### config.mk
export PLATFORM = sky130hd
export DESIGN_NAME = div_tick_bcd_counter
export DESIGN_NICKNAME = d
export VERILOG_FILES = /design/src/rtl/div_tick_pkg.sv /design/src/rtl/bcd_digit.sv /design/src/rtl/div_tick_bcd_counter.sv
export SDC_FILE = /design/constraint.sdc
export NUM_CORES = 1
export LEC_CHECK = 0
export BUFFER_PORTS_ARGS = -buffer_cell sky130_fd_sc_hd__buf_2
export CORE_AREA = 4 4 41 43
export CTS_BUF_LIST = sky130_fd_sc_hd__clkbuf_4 sky130_fd_sc_hd__clkbuf_8
export CTS_CLUSTER_SIZE = 28
export DETAILED_ROUTE_END_ITERATION = 7
export DIE_AREA = 0 0 45 47
export PLACE_DENSITY = 0.76
export SYNTH_ARGS = -nofsm -noshare
export SYNTH_HDL_FRONTEND = slang
export SYNTH_SLANG_ARGS = --single-unit
### constraint.sdc
create_clock -name clk -period 2.3 [get_ports clk]
set_input_delay 0.69 -clock clk [delete_from_list [all_inputs] [get_ports clk]]
set_output_delay 0.69 -clock clk [all_outputs]
set_load 0.02 [all_outputs]
### src/rtl/div_tick_pkg.sv
// Shared types and constants for the divider-tick BCD counter.
package div_tick_pkg;

    typedef enum logic [1:0] {
        IDLE  = 2'd0,
        RUN   = 2'd1,
        PAUSE = 2'd2
    } state_t;

    localparam int         BCD_W         = 4;
    localparam logic [3:0] BCD_MAX_DIGIT = 4'd9;

    // Packs a decimal value into up to 16 BCD digits, digit 0 in [3:0].
    function automatic logic [63:0] to_bcd(input int value);
        logic [63:0] r;
        int          v;
        r = '0;
        v = value;
        for (int i = 0; i < 16; i++) begin
            r[i*BCD_W +: BCD_W] = 4'(v % 10);
            v = v / 10;
        end
        return r;
    endfunction

endpackage

### src/rtl/bcd_digit.sv
// One decimal digit of the counter; ripple carry-out to the next digit.
module bcd_digit
    import div_tick_pkg::*;
(
    input  logic             clk,
    input  logic             rst,
    input  logic             clr,
    input  logic             inc,
    input  logic             wrap,
    output logic [BCD_W-1:0] q,
    output logic             cout
);

    assign cout = inc & (q == BCD_MAX_DIGIT);

    // NOTE: sequential state uses <= so every flop samples pre-edge values.
    always_ff @(posedge clk) begin
        if (!rst) begin
            q <= '0;
        end else if (clr || wrap) begin
            q <= '0;
        end else if (inc) begin
            q <= (q == BCD_MAX_DIGIT) ? '0 : q + 4'd1;
        end
    end

endmodule

### src/rtl/div_tick_bcd_counter.sv
// Turns the divider's square wave into ticks and counts them modulo MAX+1 in BCD
// under start/stop/clear control.
module div_tick_bcd_counter
    import div_tick_pkg::*;
#(
    parameter int DIGITS = 2,
    parameter int MAX    = 59
) (
    input  logic                  clk,
    input  logic                  rst,
    input  logic                  div_in,
    input  logic                  start,
    input  logic                  stop,
    input  logic                  clr,
    output logic                  tick,
    output logic [BCD_W*DIGITS-1:0] count,
    output logic                  carry,
    output logic                  running
);

    localparam int                CW           = BCD_W * DIGITS;
    localparam logic [63:0]       MAX_BCD_FULL = to_bcd(MAX);
    localparam logic [CW-1:0]     MAX_BCD      = MAX_BCD_FULL[CW-1:0];

    logic        prev;
    logic        rise;
    state_t      state;
    state_t      next_state;
    logic        advance;
    logic        at_max;
    logic        wrap;
    logic [DIGITS-1:0] inc_chain;
    logic [DIGITS-1:0] cout_chain;
    logic        unused_msd_cout;

    assign rise    = div_in & ~prev;
    assign advance = rise & (state == RUN) & ~clr;
    assign at_max  = (count == MAX_BCD);
    assign wrap    = advance & at_max;

    // NOTE: default assignment first so no path leaves next_state unassigned (no latch).
    always_comb begin
        next_state = state;
        if (clr) begin
            next_state = IDLE;
        end else begin
            case (state)
                IDLE:    if (!stop && start) next_state = RUN;
                RUN:     if (stop)           next_state = PAUSE;
                PAUSE:   if (!stop && start) next_state = RUN;
                default:                     next_state = IDLE;
            endcase
        end
    end

    // prev resets high so a div_in already high at reset release is not an edge.
    always_ff @(posedge clk) begin
        if (!rst) begin
            prev    <= 1'b1;
            state   <= IDLE;
            tick    <= 1'b0;
            carry   <= 1'b0;
            running <= 1'b0;
        end else begin
            prev    <= div_in;
            state   <= next_state;
            tick    <= rise;
            carry   <= wrap;
            running <= (next_state == RUN);
        end
    end

    assign inc_chain[0] = advance & ~at_max;

    for (genvar i = 1; i < DIGITS; i++) begin : g_chain
        assign inc_chain[i] = cout_chain[i-1];
    end

    for (genvar i = 0; i < DIGITS; i++) begin : g_digit
        bcd_digit u_digit (
            .clk  (clk),
            .rst  (rst),
            .clr  (clr),
            .inc  (inc_chain[i]),
            .wrap (wrap),
            .q    (count[i*BCD_W +: BCD_W]),
            .cout (cout_chain[i])
        );
    end

    // The top digit never carries out below MAX; the wrap is handled by compare.
    assign unused_msd_cout = cout_chain[DIGITS-1];

endmodule

==> flow_summary_export.csv <==
group,metric,value,unit
layout,fin_util,0.573,
route,wl,1150,um
layout,mostFrequentLayoutCell,"buf_2",
clock_tree,cts-resized-gates,0,
setup_path,path_delay_family,"flip-flops",
route,viasPerCell,5.34,
setup_path,worst_path_largest_cell_delay,0.46,ns
route,met3_length,92,um
clock_tree,cts_made_buffers,3,
pwr,ir_worst_vdd,0.480,mV
logic_synthesis,ys_warn_count,0,
sta,max_freq,611,MHz
die,initial_utilization,0.472,
setup_path,crit_path_max_fanout,7,
logic_synthesis,synthMuxAreaShare,0,
die,ios,17,
sta,worst_slack,0.664,ns
setup_path,crit_path_cell_trace,"buf_2",
placed_design,dpl_worst_slack,0.507,ns
route,wl_met1,512,um
grt,grt_pass1_vias,448,
logic_synthesis,synth_compound_area_frac,0.130,
clock_tree,htreeDepth,1,
die,dieArea,2120,um^2
clock_tree,post_cts_buffers,0,
layout,syn_to_final_growth,21.4,%
setup_path,critPathBufInv,1,
sta,finalCritPeriodShare,0.711,
layout,layout-drive-gt1-share,0.301,
sta,skew,0.00479,ns
route,route.met2.wl,531,um
route,wl_per_cell,11.7,um
layout,antenna_cells,0,
logic_synthesis,ys_seq_elements,14,
clock_tree,clkTransAtPathRegs,0.09,ns
die,coreArea,1300,um^2
route,drtPass1Iterations,4,
setup_path,end_kind,"output port",
pwr,powerDensity,591,nW/um^2
logic_synthesis,yosysSeqAreaShare,0.456,
logic_synthesis,async_flop_share,0,
sta,drv_slew,0,
logic_synthesis,synth-edff-count,0,
logic_synthesis,syn_area,614,um^2
placed_design,dp.cells,94,
layout,mostFrequentLayoutCells,"buf_2 (16), dfxtp_1 (14), nand2_1 (6), xor2_1 (5), nor2_1 (5)",
logic_synthesis,synth_fp_nets,70,
run,drv_cap,0,
sta,tns,0,ns
route,routed.top_layer,"met4",
clock_tree,clock_sinks,14,
sta,rsz0062_at_grt,"false",
clock_tree,cts_tree,"yes",
route,drc,0,
logic_synthesis,synthXorXnorAreaFrac,0.0855,
layout,finalNetCount,90,
sta,final_hold_viol_count,0,
setup_path,required,1.61,ns
grt,grt_max_degree,11,
setup_path,slowest_stage,"dfxtp_1",
clock_tree,clock_latency,0.28,ns
die,rows,13,
die,die_w,45,um
die,die_h,47,um
grt,antenna_found_initial,0,
placed_design,io_buffers,16,
route,vias,523,
logic_synthesis,syn_avg_cell_area,9.60,um^2
logic_synthesis,synth_fa_ha_area_frac,0,
pwr,p_leak,0.333,nW
logic_synthesis,synth_top_family_by_area,"simple AND/OR/NAND/NOR gates",
min_path,hp-class,"reg2reg",
setup_path,crit_type,"reg2out",
grt,grt.total_usage,0.122,
setup_path,startpoint_type,"register",
grt,grt_pass1_wl,1900,um
sta,tightest_slew,0.387,ns
clock_tree,cts-root-buf,"clkbuf_4",
route,drtIter0Drc,16,
placed_design,dp_hpwl,840,um
sta,setup_viol,0,
logic_synthesis,ys_types,28,
clock_tree,cts_hold_buf,0,
setup_path,arrival,0.95,ns
logic_synthesis,synthSimpleGateAreaFrac,0.310,
sta,period_needed,1.64,ns
clock_tree,cts_buffer_depth,2,
grt,overflow,0,
logic_synthesis,synth-main-ff-cell,"dfxtp_1",
placed_design,gp_congestion,0.704,
route,ant_nets,0,
sta,slew_headroom,0.742,
logic_synthesis,synthCells,64,
layout,fin_cells,98,
outcome,outcome,"complete, no violations",
-- logic make-up (layout without fill, tap and decap cells) --
logic type	Yosys count	count (layout)
and+or+nand+nor	29	29
DFF	14	14
AOI/OAI and AO/OA	12	12
xor gates and xnor gates	6	6
buffers and inverters	3	22
-- report_power, final --
group | internal, mW | switching (mW)
clock network | 0.0962 | 0.0809
registers | 0.245 | 0.00153
logic | 0.00739 | 0.0101
total | 0.348 | 0.0926
-- synthesized netlist by cell type (all sizes together) (2+ instances only) --
| master | instances | area (um^2) |
|---|---|---|
| dfxtp | 14 | 280 |
| nand2 | 6 | 22.5 |
| a21oi | 5 | 28.8 |
| nor2 | 5 | 18.8 |
| xor2 | 5 | 43.8 |
| and2b | 3 | 25.0 |
| or3 | 3 | 18.8 |
| a2111oi | 2 | 17.5 |
| inv | 2 | 7.51 |
| nand2b | 2 | 12.5 |
| nand4 | 2 | 27.5 |
| nor2b | 2 | 12.5 |
-- stage by stage --
stage | instance area, um^2 | total power [mW] | hold WS [ns]
floorplan | 614 | 0.261 | 0.493
global placement | 709 | 0.269 | 0.488
detailed placement | 709 | 0.269 | 0.498
CTS | 746 | 0.445 | 0.512
global route | 746 | 0.458 | 0.540
finish | 746 | 0.441 | 0.509
-- flip-flops by register name, summed over array words and instances, names as in the netlist --
| signal | cells |
|---|---|
| prev | 1 |
| tick | 1 |
| running | 1 |
| g_digit.u_digit.q | 8 |
| carry | 1 |
| state | 2 |
-- routing by layer --
layer / vias to the layer above / GRT usage
met5: - / 0
met4: 0 / 0.0526
met3: 2 / 0.0421
met2: 20 / 0.181
met1: 235 / 0.162
li1: 266 / -
-- worst min-delay path, delay by kind of cell (launching register included) --
kind             cells  cell delay, ns
AO/OA/AOI/OAI        1            0.05
flip-flops           1            0.35
AND/OR/NAND/NOR      1            0.07
-- final timing paths --
path	start	end	slack (ns)	cells after the start
hold / removal	g_digit[0].u_digit.q[1]$_SDFFE_PP0P_	g_digit[0].u_digit.q[1]$_SDFFE_PP0P_	0.51	2
setup / recovery	g_digit[1].u_digit.q[2]$_SDFFE_PP0P_	count[6]	0.66	1
setup reg to reg	state[0]$_SDFF_PN0_	g_digit[1].u_digit.q[1]$_SDFFE_PP0P_	0.87	4
hold reg to reg	g_digit[0].u_digit.q[1]$_SDFFE_PP0P_	g_digit[0].u_digit.q[1]$_SDFFE_PP0P_	0.51	2
-- layout make-up --
type / count / area, um^2
fillers: 133 / 556
multi-input cells: 47 / 323
flip-flops and latches: 14 / 280
repair buffers: 16 / 80.1
clock buffers: 4 / 36.3
well taps: 15 / 18.8
inverters: 2 / 7.51
No activity file was read; power rests on OpenSTA's default activity.
